File: src/rtl/muldiv_unit_if.sv
// Handshake and operand/result bundle between the execute stage and muldiv_unit.
// The master side drives requests and the slave side returns status and result.
interface muldiv_unit_if #(
    parameter int XLEN = 32
);
    logic            start;
    logic            flush;
    logic [2:0]      funct3_alu;
    logic [XLEN-1:0] operand1;
    logic [XLEN-1:0] operand2;
    logic            ready;
    logic            busy;
    logic            result_valid;
    logic [XLEN-1:0] result;

    modport master (
        output start, flush, funct3_alu, operand1, operand2,
        input  ready, busy, result_valid, result
    );

    modport slave (
        input  start, flush, funct3_alu, operand1, operand2,
        output ready, busy, result_valid, result
    );
endinterface

File: src/rtl/muldiv_unit.sv
// Iterative radix-2 multiply/divide unit covering the RISC-V M-extension ops.
// Operates on operand magnitudes: shift-add multiply, restoring divide, and sign fix-up in FIX.
module muldiv_unit #(
    parameter int XLEN  = 32,
    parameter int CNT_W = $clog2(XLEN)
) (
    input  logic         clk,
    input  logic         reset,
    muldiv_unit_if.slave bus
);
    localparam logic [1:0] S_IDLE = 2'd0;
    localparam logic [1:0] S_CALC = 2'd1;
    localparam logic [1:0] S_FIX  = 2'd2;
    localparam logic [1:0] S_DONE = 2'd3;

    localparam logic [XLEN-1:0] ALL_ONES = '1;
    localparam logic [XLEN-1:0] MOST_NEG = {1'b1, {(XLEN-1){1'b0}}};

    logic [1:0]      state;
    logic [CNT_W-1:0] cnt;
    logic [2:0]      op;
    logic            neg_q;
    logic            neg_r;
    logic [XLEN-1:0] acc_hi;
    logic [XLEN-1:0] acc_lo;
    logic [XLEN-1:0] opb;
    logic [XLEN-1:0] result_q;

    logic            accept;
    logic            s1;
    logic            s2;
    logic            neg1;
    logic            neg2;
    logic            div_zero;
    logic            div_ovf;
    logic [XLEN-1:0] abs1;
    logic [XLEN-1:0] abs2;
    logic [XLEN-1:0] special_res;

    // Accept-time decode: signedness, magnitudes and the divide corner cases.
    always_comb begin
        // NOTE: every always_comb output gets a default first so no latch is inferred.
        s1 = 1'b0;
        s2 = 1'b0;
        unique case (bus.funct3_alu)
            3'b000, 3'b001, 3'b100, 3'b110: begin s1 = 1'b1; s2 = 1'b1; end
            3'b010:                         s1 = 1'b1;
            default:                        ;
        endcase
        accept      = bus.start & ((state == S_IDLE) | (state == S_DONE));
        neg1        = s1 & bus.operand1[XLEN-1];
        neg2        = s2 & bus.operand2[XLEN-1];
        abs1        = neg1 ? -bus.operand1 : bus.operand1;
        abs2        = neg2 ? -bus.operand2 : bus.operand2;
        div_zero    = bus.funct3_alu[2] & (bus.operand2 == '0);
        div_ovf     = bus.funct3_alu[2] & ~bus.funct3_alu[0]
                    & (bus.operand1 == MOST_NEG) & (bus.operand2 == ALL_ONES);
        special_res = bus.funct3_alu[1] ? (div_zero ? bus.operand1 : '0)
                                        : (div_zero ? ALL_ONES : bus.operand1);
    end

    logic [XLEN:0]     mul_sum;
    logic [XLEN:0]     div_shift;
    logic              div_ge;
    logic [XLEN-1:0]   div_diff;
    logic [XLEN-1:0]   next_hi;
    logic [XLEN-1:0]   next_lo;
    logic [2*XLEN-1:0] prod_s;
    logic [XLEN-1:0]   quo_s;
    logic [XLEN-1:0]   rem_s;
    logic [XLEN-1:0]   fix_res;

    // One iteration: multiply shifts the product right, divide shifts quotient bits in on the left.
    always_comb begin
        mul_sum   = {1'b0, acc_hi} + (acc_lo[0] ? {1'b0, opb} : '0);
        div_shift = {acc_hi, acc_lo[XLEN-1]};
        div_ge    = div_shift >= {1'b0, opb};
        div_diff  = div_shift[XLEN-1:0] - opb;
        if (op[2]) begin
            next_hi = div_ge ? div_diff : div_shift[XLEN-1:0];
            next_lo = {acc_lo[XLEN-2:0], div_ge};
        end else begin
            {next_hi, next_lo} = {mul_sum, acc_lo[XLEN-1:1]};
        end

        prod_s = neg_q ? -{acc_hi, acc_lo} : {acc_hi, acc_lo};
        quo_s  = neg_q ? -acc_lo : acc_lo;
        rem_s  = neg_r ? -acc_hi : acc_hi;
        unique case (op)
            3'b000:                 fix_res = prod_s[XLEN-1:0];
            3'b001, 3'b010, 3'b011: fix_res = prod_s[2*XLEN-1:XLEN];
            3'b100, 3'b101:         fix_res = quo_s;
            default:                fix_res = rem_s;
        endcase
    end

    always_ff @(posedge clk) begin
        // NOTE: sequential state uses non-blocking assignments so every register samples pre-edge values.
        if (reset) begin
            state    <= S_IDLE;
            cnt      <= '0;
            op       <= '0;
            neg_q    <= 1'b0;
            neg_r    <= 1'b0;
            acc_hi   <= '0;
            acc_lo   <= '0;
            opb      <= '0;
            result_q <= '0;
        end else if (bus.flush) begin
            state <= S_IDLE;
        end else begin
            unique case (state)
                S_IDLE, S_DONE: begin
                    if (accept) begin
                        op    <= bus.funct3_alu;
                        neg_q <= neg1 ^ neg2;
                        neg_r <= neg1;
                        if (div_zero | div_ovf) begin
                            result_q <= special_res;
                            state    <= S_DONE;
                        end else begin
                            acc_hi <= '0;
                            acc_lo <= abs1;
                            opb    <= abs2;
                            cnt    <= CNT_W'(XLEN - 1);
                            state  <= S_CALC;
                        end
                    end
                end
                S_CALC: begin
                    acc_hi <= next_hi;
                    acc_lo <= next_lo;
                    if (cnt == '0) state <= S_FIX;
                    else           cnt   <= cnt - 1'b1;
                end
                default: begin
                    result_q <= fix_res;
                    state    <= S_DONE;
                end
            endcase
        end
    end

    assign bus.ready        = (state == S_IDLE) | (state == S_DONE);
    assign bus.busy         = (state == S_CALC) | (state == S_FIX);
    assign bus.result_valid = (state == S_DONE);
    assign bus.result       = result_q;
endmodule

File: src/flat_wrapper.sv
// flat-port wrapper written by rule: the top's interface ports become plain ports
module muldiv_unit_flat 
#(
    parameter int XLEN  = 32,
    parameter int CNT_W = $clog2(XLEN)
)
  (clk, reset, bus_start, bus_flush, bus_funct3_alu, bus_operand1, bus_operand2, bus_ready, bus_busy, bus_result_valid, bus_result);
  muldiv_unit_if #(.XLEN(XLEN)) bus_i ();
  input  logic clk;
  input  logic reset;
  input wire logic [$bits(bus_i.start)-1:0] bus_start;
  input wire logic [$bits(bus_i.flush)-1:0] bus_flush;
  input wire logic [$bits(bus_i.funct3_alu)-1:0] bus_funct3_alu;
  input wire logic [$bits(bus_i.operand1)-1:0] bus_operand1;
  input wire logic [$bits(bus_i.operand2)-1:0] bus_operand2;
  output wire logic [$bits(bus_i.ready)-1:0] bus_ready;
  output wire logic [$bits(bus_i.busy)-1:0] bus_busy;
  output wire logic [$bits(bus_i.result_valid)-1:0] bus_result_valid;
  output wire logic [$bits(bus_i.result)-1:0] bus_result;
  assign bus_i.start = bus_start;
  assign bus_i.flush = bus_flush;
  assign bus_i.funct3_alu = bus_funct3_alu;
  assign bus_i.operand1 = bus_operand1;
  assign bus_i.operand2 = bus_operand2;
  assign bus_ready = bus_i.ready;
  assign bus_busy = bus_i.busy;
  assign bus_result_valid = bus_i.result_valid;
  assign bus_result = bus_i.result;
  muldiv_unit #(.XLEN(XLEN), .CNT_W(CNT_W)) u_core (.clk(clk), .reset(reset), .bus(bus_i));
endmodule
File: config.mk
export PLATFORM = sky130hd
export DESIGN_NAME = muldiv_unit_flat
export DESIGN_NICKNAME = d
export VERILOG_FILES = /design/src/rtl/muldiv_unit_if.sv /design/src/rtl/muldiv_unit.sv /design/src/flat_wrapper.sv
export SDC_FILE = /design/constraint.sdc
export NUM_CORES = 1
export LEC_CHECK = 0
export CAP_MARGIN = 15
export CORE_MARGIN = 10
export CORE_UTILIZATION = 25
export DETAILED_ROUTE_END_ITERATION = 6
export GPL_ROUTABILITY_DRIVEN = 0
export PLACE_DENSITY = 0.47
export SKIP_LAST_GASP = 1
export SLEW_MARGIN = 20
export SYNTH_ARGS = -nofsm -noshare
export SYNTH_HDL_FRONTEND = slang
export SYNTH_SLANG_ARGS = --single-unit
File: constraint.sdc
create_clock -name clk -period 10.24 [get_ports clk]
set_input_delay 1.536 -clock clk [delete_from_list [all_inputs] [get_ports clk]]
set_output_delay 1.536 -clock clk [all_outputs]
set_load 0.1 [all_outputs]
# After elaboration in Yosys (flattened, before gate mapping)
# Index checks and enable logic that the tools add are counted.
dict set report totals {
  elab_cells 102
  out_inout_bits 35
  ff_bits 140
  inputBits 71
}
dict set report classes {
  reduce_logical 18
  addsub 8
  bitwise_logic 15
  eq_ne 19
  n_mux 32
  order_cmp 1
}
# cell n
set ops {}
lappend ops {{$mux 32} 17}
lappend ops {{$pmux 32 s2} 3}
lappend ops {{$neg 32->32} 4}
lappend ops {{$pmux 32 s3} 1}
lappend ops {{$eq 32x32->1 const B} 2}
lappend ops {{$mux 64} 1}
lappend ops {{$neg 64->64} 1}
lappend ops {{$add 32x33->33} 1}
lappend ops {{$ge 33x32->1} 1}
lappend ops {{$logic_not 32->1} 1}
lappend ops {{$sub 32x32->32} 1}
lappend ops {{$mux 5} 3}
lappend ops {{$eq 3x3->1 const B} 4}
lappend ops {{$reduce_and 4->1} 3}
lappend ops {{$pmux 5 s2} 1}
lappend ops {{$eq 3x2->1 const B} 3}
lappend ops {{$and 1x1->1} 7}
lappend ops {{$eq 3x1->1 const B} 2}
lappend ops {{$logic_not 3->1} 2}
lappend ops {{$mux 2} 3}
lappend ops {{$ne 2x1->1 const B} 3}
lappend ops {{$reduce_or 2->1} 3}
lappend ops {{$logic_not 5->1} 1}
lappend ops {{$reduce_and 5->1} 1}
lappend ops {{other kinds (16)} 24}

# Longest topological paths before layout
dict set report logic_depth {
  depth_word 8
  ltp_mapped 15
}

# Least setup slack after synthesis
# Ideal clock, no wire load.
dict set report synth_path {
  path_type {input to register}
  from {input port bus_operand2[27]}
  to {register u_core.acc_lo[10]}
  t_required_ns 10.112
  setup_ns 0.128
  stages 10
  path_slack_ns 6.000
  t_arrival_ns 4.112
  n_path_buf 1
  cell_sequence {or4_1 or4_1 nor4_2 a31o_2 nor2_1 nor2_1 buf_2 a211oi_1 a21oi_1 nor2_1}
}
dict set report synth_via {
  elab_chain_len 5
}
# element line
set synth_lines {}
lappend synth_lines {{start: declaration} flat_wrapper.sv:15} ;# input wire logic [$bits(bus_i.operand2)-1:0] bus_operand2;
lappend synth_lines {{$eq 32x32->1 / $logic_not 32->1 (equally long branches)} {muldiv_unit.sv:57, muldiv_unit.sv:55}}
lappend synth_lines {{$and 1x1->1, on equally long branches} {muldiv_unit.sv:57, muldiv_unit.sv:55}}
lappend synth_lines {{$or 1x1->1 *} muldiv_unit.sv:118} ;# if (div_zero | div_ovf) begin
lappend synth_lines {{$ne 2x2->1 (no source line) *} --}
lappend synth_lines {{$reduce_and 4->1 (no source line) *} --}
lappend synth_lines {{end signal: assignment} muldiv_unit.sv:123} ;# acc_lo <= abs1;
lappend synth_lines {{end signal: assignment} muldiv_unit.sv:132} ;# acc_lo <= next_lo;
lappend synth_lines {{end: declaration} muldiv_unit.sv:25} ;# logic [XLEN-1:0] acc_lo;
# Mark *: on every way between the ends. The rest lies on a longest branch, timed or not.
# A chain may end at the register's enable or synchronous reset.

# Final worst setup path
dict set report layout_path {
  from {input port bus_operand2[24]}
  to {register u_core.acc_hi[27]}
}
dict set report layout_via {
  elab_chain_len 5
}
# element line
set layout_lines {}
lappend layout_lines {{$eq 32x32->1 / $logic_not 32->1 (equally long branches)} {muldiv_unit.sv:57, muldiv_unit.sv:55}}
lappend layout_lines {{$and 1x1->1, on equally long branches} {muldiv_unit.sv:57, muldiv_unit.sv:55}}
lappend layout_lines {{$or 1x1->1 *} muldiv_unit.sv:118}
lappend layout_lines {{$ne 2x2->1 (no source line) *} --}
lappend layout_lines {{$reduce_and 4->1 (no source line) *} --}
lappend layout_lines {{end signal: assignment} muldiv_unit.sv:131} ;# acc_hi <= next_hi;
lappend layout_lines {{end: declaration} muldiv_unit.sv:24} ;# logic [XLEN-1:0] acc_hi;
# Marked as above.

==> impl_metrics.yaml <==
synth:
  ys_async_sr_fraction_pct: 0
  syn-cell-area_sq_um: 14300
  synthesis.yosys.warnings: 0
  dominant_cell_type_by_area_after_synthesis: "sky130_fd_sc_hd__dfxtp_1"
  synth-edff-count: 0
  ys_dominant_reg_cell: "sky130_fd_sc_hd__dfxtp_1"
  yosys_register_bits: 140
  synth.yosys.seq_area_share_pct: 19.6
  synth_area_per_cell_sq_um: 7.01
  post_synth_num_cell_types: 79
  syn_nets: 2185
  yosys-top-cells-area: "sky130_fd_sc_hd__dfxtp_1, sky130_fd_sc_hd__ha_1, sky130_fd_sc_hd__a21oi_1"
  synth_top_area_share_pct: 19.6
  post_synth_inst_count: 2037
die:
  num_rows: 87
  die_w_microns: 259
  die_h_microns: 259
  die_area_sq_um: 67100
  top_level_ports: 106
  fp.coreArea_sq_um: 56500
  floorplan.initialDensity_pct: 25.3
worst_setup_path:
  cp_data_arrival_time_ns: 5.84
  setup.worst_path.end_class: "flop"
  cp_data_required_time_ns: 10.62
  critPathMaxFanout: 62
  timing.setup.critical_path_class: "primary input to flop"
  critPathLaunchType: "primary input"
timing:
  fin_crit_ns: 5.46
  grt_setup_unrepaired: "no"
  setup_tns_ns: 0
  max_slew_margin_pct: 28.1
  fin_worst_skew_ns: 0.0188
  finalSetupViolCount: 0
  final_max_slew_viol_count: 0
  worst-slew-pin-transition_ns: 1.07
  post-route-period-util_pct: 53.3
  clock.fmax_mhz: 183
  hold_viol: 0
route:
  routed_wirelength_microns: 57900
  via_count: 15200
  drt-vias-per-instance: 5.43
  detailedRoute.firstPassIterationCount: 5
  initialDrtViolationCount: 1216
  post_drt_wl_per_cell_microns: 20.7
  route.antenna.remaining_nets: 0
  route.detailed.drc: 0
layout:
  area.growth.synth_to_final_pct: 15.2
  layout.nets: 2176
  diodes: 0
  mostFrequentLayoutCells: "sky130_fd_sc_hd__nor2_1, sky130_fd_sc_hd__nand2_1, sky130_fd_sc_hd__a21oi_1, sky130_fd_sc_hd__o21ai_0, sky130_fd_sc_hd__dfxtp_1"
  design_area_sq_um: 16500
  final_common_cell: "sky130_fd_sc_hd__nor2_1"
  filler_cells_inserted: 6201
  layout-drive-gt1-share_pct: 4.46
hold_path:
  hold_crit_path_type: "flop to flop"
clock_network:
  clock_sinks: 140
  clk_root_buffer_cell: "sky130_fd_sc_hd__clkbuf_16"
  cts_tree: "built"
  ctsLongestPathBuffers: 2
  htree_levels: 4
  buffers_inserted_during_post_cts_setup_optimization: 0
  cts_buffers: 17
  clk_pin_slew_ns: 0.07
  clk-insertion-delay-late_ns: 0.47
  cts_repair_resize_count: 0
  cts_hold_buf: 0
power_and_ir_drop:
  power-per-cell-area_nw_per_um2: 118
  switching_power_uw: 765
  power_frac_seq_pct: 32.2
  power.share.switching_pct: 39.3
  irDropWorstVdd_mv: 0.132
  power_report.internal_total_mw: 1.18
  comb_power_share_pct: 33.9
  power_leakage_nw: 5.99
  power_frac_clock_pct: 33.9
run:
  max_cap_violations: 0
status:
  run_status: "finished, final reports clean"
global_routing:
  grt_first_pass_wirelength_microns: 89500
  final_global_route_overflow_total: 0
  via_count_of_the_first_global_routing_pass: 14500
  grt_antenna_before_repair: 1
  globalRouteTotalUtil_pct: 16.9
  grt_max_degree: 70
placed_design:
  dpl-instance-area_sq_um: 15900
  dpl.hpwl_microns: 44200
  port_buffers: 105
==> final cells by class <==
cell class / count / area [sq um] / area share, %
tap: 756 / 946 / 5.75
clock inverter: 10 / 113 / 0.684
inverter: 79 / 297 / 1.80
clock buffer: 22 / 484 / 2.94
timing repair buffer: 127 / 1210 / 7.38
multi-input combinational: 1663 / 10600 / 64.4
sequential: 140 / 2810 / 17.1
==> critical path: stages <==
cell and delay, ns:
sky130_fd_sc_hd__clkdlybuf4s50_1 0.52, sky130_fd_sc_hd__or4_1 0.60, sky130_fd_sc_hd__or4_1 0.51, sky130_fd_sc_hd__nor4_4 0.23
sky130_fd_sc_hd__buf_4 0.46, sky130_fd_sc_hd__a31o_2 0.28, sky130_fd_sc_hd__nor2_4 0.03, sky130_fd_sc_hd__buf_4 0.32
sky130_fd_sc_hd__inv_2 0.20, sky130_fd_sc_hd__o21ai_1 0.31, sky130_fd_sc_hd__nor2_2 0.17, sky130_fd_sc_hd__buf_4 0.37
sky130_fd_sc_hd__a22oi_1 0.14, sky130_fd_sc_hd__o21ai_0 0.11
==> power by group through the flow <==
stage | Clock [mW] | Sequential [mW] | Combinational (mW)
floorplan | 0 | 0.658 | 0.416
global placement | 0 | 0.638 | 0.650
detailed placement | 0 | 0.638 | 0.653
CTS | 0.675 | 0.626 | 0.656
global route | 0.695 | 0.632 | 0.721
finish | 0.660 | 0.628 | 0.659
==> synthesized netlist by cell type, types with 14 or more instances <==
master                       n
sky130_fd_sc_hd__a21o_1     29
sky130_fd_sc_hd__a221oi_1   18
sky130_fd_sc_hd__maj3_1     14
sky130_fd_sc_hd__or4_1      21
sky130_fd_sc_hd__clkbuf_1  125
sky130_fd_sc_hd__nand3_1    36
sky130_fd_sc_hd__o41ai_1    17
sky130_fd_sc_hd__dfxtp_1   140
sky130_fd_sc_hd__nor3_1     55
sky130_fd_sc_hd__nand2_1   211
sky130_fd_sc_hd__xor2_1     77
sky130_fd_sc_hd__nor2_1    222
sky130_fd_sc_hd__ha_1       75
sky130_fd_sc_hd__nor4_1     15
sky130_fd_sc_hd__nor2b_1    15
sky130_fd_sc_hd__o31ai_1    28
sky130_fd_sc_hd__o21ai_0   175
sky130_fd_sc_hd__nand4_1    17
sky130_fd_sc_hd__o211ai_1   39
sky130_fd_sc_hd__buf_2      17
sky130_fd_sc_hd__xnor2_1    95
sky130_fd_sc_hd__mux2i_1    42
sky130_fd_sc_hd__inv_1      77
sky130_fd_sc_hd__or3_1      20
sky130_fd_sc_hd__a21oi_1   179
sky130_fd_sc_hd__a211oi_1   80
==> layer usage <==
| layer | vias up | track usage (%) | wire [microns] |
|---|---|---|---|
| li1 | 7385 | - | - |
| met1 | 7262 | 23.1 | 27000 |
| met2 | 489 | 26.9 | 26500 |
| met5 | - | 0 | 13 |
| met3 | 63 | 2.33 | 3200 |
| met4 | 2 | 5.44 | 1220 |
==> kinds of logic after synthesis <==
logic type | count (synthesis) | synth area share, %
AOI/OAI and AO/OA | 684 | 30.6
xor gates and xnor gates | 172 | 10.5
adders and majority gates | 91 | 7.83
buffers and inverters | 234 | 6.60
DFF | 140 | 19.6
muxes | 46 | 3.26
and+or+nand+nor | 670 | 21.6
==> sequential cells by signal (all words and copies together) (netlist names) <==
register,flops
u_core.neg_q,1
u_core.cnt,5
u_core.opb,32
u_core.acc_hi,32
u_core.neg_r,1
u_core.op,3
u_core.state,2
u_core.acc_lo,32
u_core.bus.result,32
==> stage by stage <==
| step | util [%] | setup WS (ns) | power [mW] | hold slack [ns] | std cells |
|---|---|---|---|---|---|
| 4_1_cts | 29.1 | 4.84 | 1.96 | 0.452 | 2797 |
| 6_report | 29.1 | 4.78 | 1.95 | 0.448 | 2797 |
| 5_1_grt | 29.1 | 4.50 | 2.05 | 0.468 | 2797 |
| 3_5_place_dp | 28.1 | 4.36 | 1.29 | 0.444 | 2765 |
| 2_1_floorplan | - | 6.00 | 1.07 | 0.432 | 2037 |
| 3_3_place_gp | 28.1 | 4.42 | 1.29 | 0.442 | 2765 |
==> final timing paths <==
check / start / endpoint / slack, ns / cells after the start
setup / recovery: bus_operand2[24] / u_core.acc_hi[27] / 4.78 / 14
hold reg to reg: u_core.bus.result[14] / u_core.bus.result[14] / 0.45 / 2
hold / removal: u_core.bus.result[14] / u_core.bus.result[14] / 0.45 / 2
setup reg to reg: u_core.acc_lo[0] / u_core.acc_hi[30] / 5.82 / 14
Note: power is estimated with default switching activity, not from simulation.
==> patch 1, RTL diff (config.mk and constraints unchanged) <==
`XLEN` is set to 32 in 3 places; all go to 16.
--- a/src/rtl/muldiv_unit_if.sv
+++ b/src/rtl/muldiv_unit_if.sv
@@ -1,7 +1,7 @@
 // Handshake and operand/result bundle between the execute stage and muldiv_unit.
 // The master side drives requests and the slave side returns status and result.
 interface muldiv_unit_if #(
-    parameter int XLEN = 32
+    parameter int XLEN = 16
 );
     logic            start;
     logic            flush;
--- a/src/rtl/muldiv_unit.sv
+++ b/src/rtl/muldiv_unit.sv
@@ -1,7 +1,7 @@
 // Iterative radix-2 multiply/divide unit covering the RISC-V M-extension ops.
 // Operates on operand magnitudes: shift-add multiply, restoring divide, and sign fix-up in FIX.
 module muldiv_unit #(
-    parameter int XLEN  = 32,
+    parameter int XLEN  = 16,
     parameter int CNT_W = $clog2(XLEN)
 ) (
     input  logic         clk,
--- a/src/flat_wrapper.sv
+++ b/src/flat_wrapper.sv
@@ -1,7 +1,7 @@
 // flat-port wrapper written by rule: the top's interface ports become plain ports
 module muldiv_unit_flat 
 #(
-    parameter int XLEN  = 32,
+    parameter int XLEN  = 16,
     parameter int CNT_W = $clog2(XLEN)
 )
   (clk, reset, bus_start, bus_flush, bus_funct3_alu, bus_operand1, bus_operand2, bus_ready, bus_busy, bus_result_valid, bus_result);
Interface: changed (resized bus_operand1, bus_operand2 and bus_result); port bits go from 106 to 58. The function was not compared with the original's and may differ.
==> patch 1 against the original RTL <==
Cell area is 47% lower. Setup slack gained 0.32 ns. Wire length shrank 51%. Sequential cell count down 65. Die area down 44%. Sequential share of layout area grew 0.20 points. Clock skew down 0.0039 ns. Synthesized cell count fell by 49%. Worst hold slack gained 0.0068 ns. Critical path type unchanged. Power shrank 45%. Synthesized area down 47%.
==> patch 1: results (changes against the original RTL) <==
Parameter                              Value

Synth
  Post-Syn Nets    1116 (was 2185)
  Unique cell type count in the Yosys netlist    80 (was 79)
  Main area contributors after synthesis    sky130_fd_sc_hd__dfxtp_1, sky130_fd_sc_hd__ha_1, sky130_fd_sc_hd__xnor2_1, sky130_fd_sc_hd__nand2_1, sky130_fd_sc_hd__a21oi_1 (was sky130_fd_sc_hd__dfxtp_1, sky130_fd_sc_hd__ha_1, sky130_fd_sc_hd__a21oi_1, sky130_fd_sc_hd__o21ai_0, sky130_fd_sc_hd__nor2_1)
  Count of mapped cells out of synthesis    1033 (was 2037)
  Synth top cells by count    sky130_fd_sc_hd__nand2_1, sky130_fd_sc_hd__nor2_1, sky130_fd_sc_hd__dfxtp_1, sky130_fd_sc_hd__a21oi_1, sky130_fd_sc_hd__inv_1 (was sky130_fd_sc_hd__nor2_1, sky130_fd_sc_hd__nand2_1, sky130_fd_sc_hd__a21oi_1, sky130_fd_sc_hd__o21ai_0, sky130_fd_sc_hd__dfxtp_1)
  Share of synthesized area occupied by flip-flops and latches    0.200 (was 0.196)

Critical path
  Worst stage delay on the critical path    0.78 ns (was 0.60 ns)
  Data arrival time of the critical path    5.34 ns (was 5.84 ns)
  Maximum fanout count along the critical path    27 (was 62)
  Crit path max-delay cell type    sky130_fd_sc_hd__nor4_1 (was sky130_fd_sc_hd__or4_1)
  Cell family contributing the most delay on the critical path    simple AND/OR/NAND/NOR gates (was buffers and inverters)

Routing
  WL final    28.2 mm (was 57.9 mm)
  First drt pass iteration count    7 (was 5)
  Via Count    7842 (was 15200)
  Wire length per cell after detailed routing    19.6 um (was 20.7 um)

Global route
  Antenna violations before repair    0 (was 1)
  GRT Util Overall    0.143 (was 0.169)
  Largest net degree at the start of global routing    47 (was 70)
  Number of global-route vias before repair    7544 (was 14500)
  Global-route wire length before repair    44.1 mm (was 89.5 mm)

Power
  Leakage dissipation    3.17 nW (was 5.99 nW)
  Worst-case vdd ir drop    0.0000826 V (was 0.000132 V)

STA
  Clock Skew    0.0149 ns (was 0.0188 ns)
  Worst slew margin relative to its limit    0.295 (was 0.281)

Layout
  Final net count    1130 (was 2176)
  Fraction of layout cells with a size suffix above 1    0.0513 (was 0.0446)

Run status
  Status    complete, no violations (unchanged)

Clock network
  CTS H-Tree Depth    3 (was 4)
  Number of buffers added by the clock tree synthesis step    9 (was 17)
  Clock insertion delay at the later pin of the skew report    0.35 ns (was 0.47 ns)

Placed design
  Post-Place Setup Slack    4.76 ns (was 4.36 ns)
  Area after detailed placement    8370 sq um (was 15900 sq um)
  Cell Count Post-Placement    1426 (was 2765)
## patch 1: changes by cell type in the layout (fill, tap and decap cells not counted), moves of 16 or more
cell	before	now
sky130_fd_sc_hd__clkdlybuf4s50_1	104	56
sky130_fd_sc_hd__nor2_1	219	95
sky130_fd_sc_hd__inv_1	77	58
sky130_fd_sc_hd__a211oi_1	80	26
sky130_fd_sc_hd__nor3_1	55	34
sky130_fd_sc_hd__ha_1	73	42
sky130_fd_sc_hd__a21o_1	29	13
sky130_fd_sc_hd__xor2_1	77	32
sky130_fd_sc_hd__nand2_1	211	110
sky130_fd_sc_hd__xnor2_1	95	49
sky130_fd_sc_hd__a21oi_1	179	73
sky130_fd_sc_hd__mux2i_1	42	25
sky130_fd_sc_hd__o21ai_0	175	57
sky130_fd_sc_hd__dfxtp_1	138	75
## patch 1: path summary, 6_finish.rpt
check	start	to	slack [ns]	depth (start not counted)
worst max-delay path	bus_operand1[12]	u_core.acc_lo[13]	5.10	8
worst min-delay path	u_core.opb[15]	u_core.opb[15]	0.46	2
worst max register to register	u_core.state[0]	u_core.acc_lo[10]	5.91	8
worst min register to register	u_core.opb[15]	u_core.opb[15]	0.46	2
## patch 1: worst reg2reg max path: stages (launching register included)
cell and delay, ns:
sky130_fd_sc_hd__dfxtp_1 0.41, sky130_fd_sc_hd__inv_1 0.07, sky130_fd_sc_hd__ha_1 0.93, sky130_fd_sc_hd__nand2_1 0.43, sky130_fd_sc_hd__nor2_1 0.61, sky130_fd_sc_hd__nand2_1 0.71, sky130_fd_sc_hd__nand2_1 0.73, sky130_fd_sc_hd__o211ai_1 0.18
sky130_fd_sc_hd__a21oi_1 0.19
## patch 1: logic make-up after synthesis
group / share of synthesized area
buffers and inverters: 0.0639
DFF: 0.200
muxes: 0.0393
xor gates and xnor gates: 0.0944
and+or+nand+nor: 0.230
AOI/OAI and AO/OA: 0.290
adders and majority gates: 0.0832
## patch 1: power by group
group	switching (mW)	total [mW]	internal (mW)
logic	0.252	0.384	0.133
registers	0.0198	0.329	0.310
clock network	0.140	0.355	0.215
total	0.412	1.07	0.658
## patch 1: final cells by class
type,count,area (sq um)
Timing Repair Buffer,65,626
Sequential cell,75,1500
Inverter,59,221
Tap cell,390,488
Fill cell,3341,20900
Clock buffer,9,225
Clock inverter,7,100
Multi-Input combinational cell,837,5530
## patch 1: metal layers
| metal | vias to the layer above | share of wire | GRT usage |
|---|---|---|---|
| met5 | - | 0 | 0 |
| met4 | 0 | 0.018 | 0.0378 |
| met3 | 36 | 0.047 | 0.0240 |
| met2 | 198 | 0.46 | 0.229 |
| met1 | 3789 | 0.48 | 0.195 |
| li1 | 3819 | - | - |
==> patch 2, RTL diff (config.mk and constraints unchanged) <==
Made on the original files. Make the reset (`reset`) asynchronous in one clocked block.
--- a/src/rtl/muldiv_unit.sv
+++ b/src/rtl/muldiv_unit.sv
@@ -94,7 +94,7 @@
         endcase
     end
 
-    always_ff @(posedge clk) begin
+    always_ff @(posedge clk or posedge reset) begin
         // NOTE: sequential state uses non-blocking assignments so every register samples pre-edge values.
         if (reset) begin
             state    <= S_IDLE;
Behaviour: differs if reset is asserted again (counterexample within 4 cycles, from zero or initial values and one cycle with reset high); with reset held inactive, the same outputs for 4 cycles.
==> patch 2 against the original RTL <==
Sequential cell count unchanged. Setup slack worse by 0.77 ns. Wire length up 5.0%. Via count about the same. Sequential share of layout area up 3.3 points. Synthesized area up 4.3%. Cell area up 4.6%. Highest routed layer is now met4.
Power is left out: it rests on default switching activity, and per cell area and clock period it moved more than threefold.
==> patch 2: results (changes against the original RTL) <==
Parameter                              Value

Run status
  Status    complete, no violations (unchanged)

Synth
  Post-synth top flop    sky130_fd_sc_hd__dfrtp_1 (was sky130_fd_sc_hd__dfxtp_1)
  Unique cell type count in the Yosys netlist    89 (was 79)
  Synth top cells by count    sky130_fd_sc_hd__o21ai_0, sky130_fd_sc_hd__nand2_1, sky130_fd_sc_hd__nor2_1, sky130_fd_sc_hd__dfrtp_1, sky130_fd_sc_hd__a21oi_1 (was sky130_fd_sc_hd__nor2_1, sky130_fd_sc_hd__nand2_1, sky130_fd_sc_hd__a21oi_1, sky130_fd_sc_hd__o21ai_0, sky130_fd_sc_hd__dfxtp_1)
  Main area contributors after synthesis    sky130_fd_sc_hd__dfrtp_1, sky130_fd_sc_hd__o21ai_0, sky130_fd_sc_hd__xnor2_1, sky130_fd_sc_hd__ha_1, sky130_fd_sc_hd__nand2_1 (was sky130_fd_sc_hd__dfxtp_1, sky130_fd_sc_hd__ha_1, sky130_fd_sc_hd__a21oi_1, sky130_fd_sc_hd__o21ai_0, sky130_fd_sc_hd__nor2_1)

Global route
  Met1 Resource Use GR    0.225 (was 0.231)
  Largest net degree at the start of global routing    89 (was 70)
  GRT Util Overall    0.170 (was 0.169)
  Number of global-route vias before repair    14700 (was 14500)
  Met2 layer usage reported by global route    0.267 (was 0.269)
  Antenna violations before repair    2 (was 1)
  Global-route wire length before repair    92.5 mm (was 89.5 mm)

Placed design
  Half-perimeter wire length after detailed placement    46.4 mm (was 44.2 mm)

Critical path
  Data arrival time of the critical path    6.59 ns (was 5.84 ns)
  Worst reg2reg endpoint    u_core.acc_hi[25] (was u_core.acc_hi[30])
  Crit path max-delay cell type    sky130_fd_sc_hd__o21a_2 (was sky130_fd_sc_hd__or4_1)
  Worst stage delay on the critical path    0.85 ns (was 0.60 ns)
  Worst setup path end    u_core.acc_lo[16] (was u_core.acc_hi[27])
  Startpoint of the worst register-to-register path    u_core.acc_lo[0] (unchanged)

Layout
  Fraction of layout cells with a size suffix above 1    0.0497 (was 0.0446)
  Final net count    2126 (was 2176)

Worst hold path
  Endpoint, Worst Hold    u_core.bus.result[18] (was u_core.bus.result[14])
  WHS Path Cells    1 (was 2)

STA
  Hold slack final    0.479 ns (was 0.448 ns)
  Clock Skew    0.0169 ns (was 0.0188 ns)
  Measured slew at the worst slew-check pin    1.04 ns (was 1.07 ns)

Routing
  Post-DR vias/cell    5.50 (was 5.43)
  First drt pass iteration count    6 (was 5)
  Topmost layer with routed signal wires    met4 (was met5)
  Met3 wire length    4.16 mm (was 3.20 mm)
  Wire length per cell after detailed routing    22.0 um (was 20.7 um)
  Initial DRC count    1247 (was 1216)

Clock network
  Clock insertion delay at the later pin of the skew report    0.50 ns (was 0.47 ns)
-- patch 2: cells by family (layout without fill, tap and decap cells) --
kind of cell    after synthesis  count (layout)  share of synthesized area
mux                          60              60                     0.0406
fa+ha+maj                   106             106                     0.0850
buf+inv                     246             268                     0.0645
xor+xnor                    175             175                      0.103
flops                       140             140                      0.235
compound gates              631             631                      0.272
simple gates                612             612                      0.200
-- patch 2: area by class of cell --
cell class,instances,area (sq um)
fillers,6388,41800
multi-input cells,1584,10400
flip-flops and latches,140,3510
repair buffers,131,1250
well taps,773,967
clock buffers,22,464
inverters,105,399
clock inverters,10,185
-- patch 2: per-stage QoR --
stage | util | setup WS, ns | area (sq um) | cells
floorplan | - | 4.95 | 14900 | 1970
global placement | 0.281 | 3.41 | 16600 | 2733
detailed placement | 0.281 | 3.30 | 16600 | 2733
CTS | 0.292 | 3.84 | 17200 | 2765
global route | 0.292 | 3.77 | 17200 | 2765
finish | 0.292 | 4.01 | 17200 | 2765
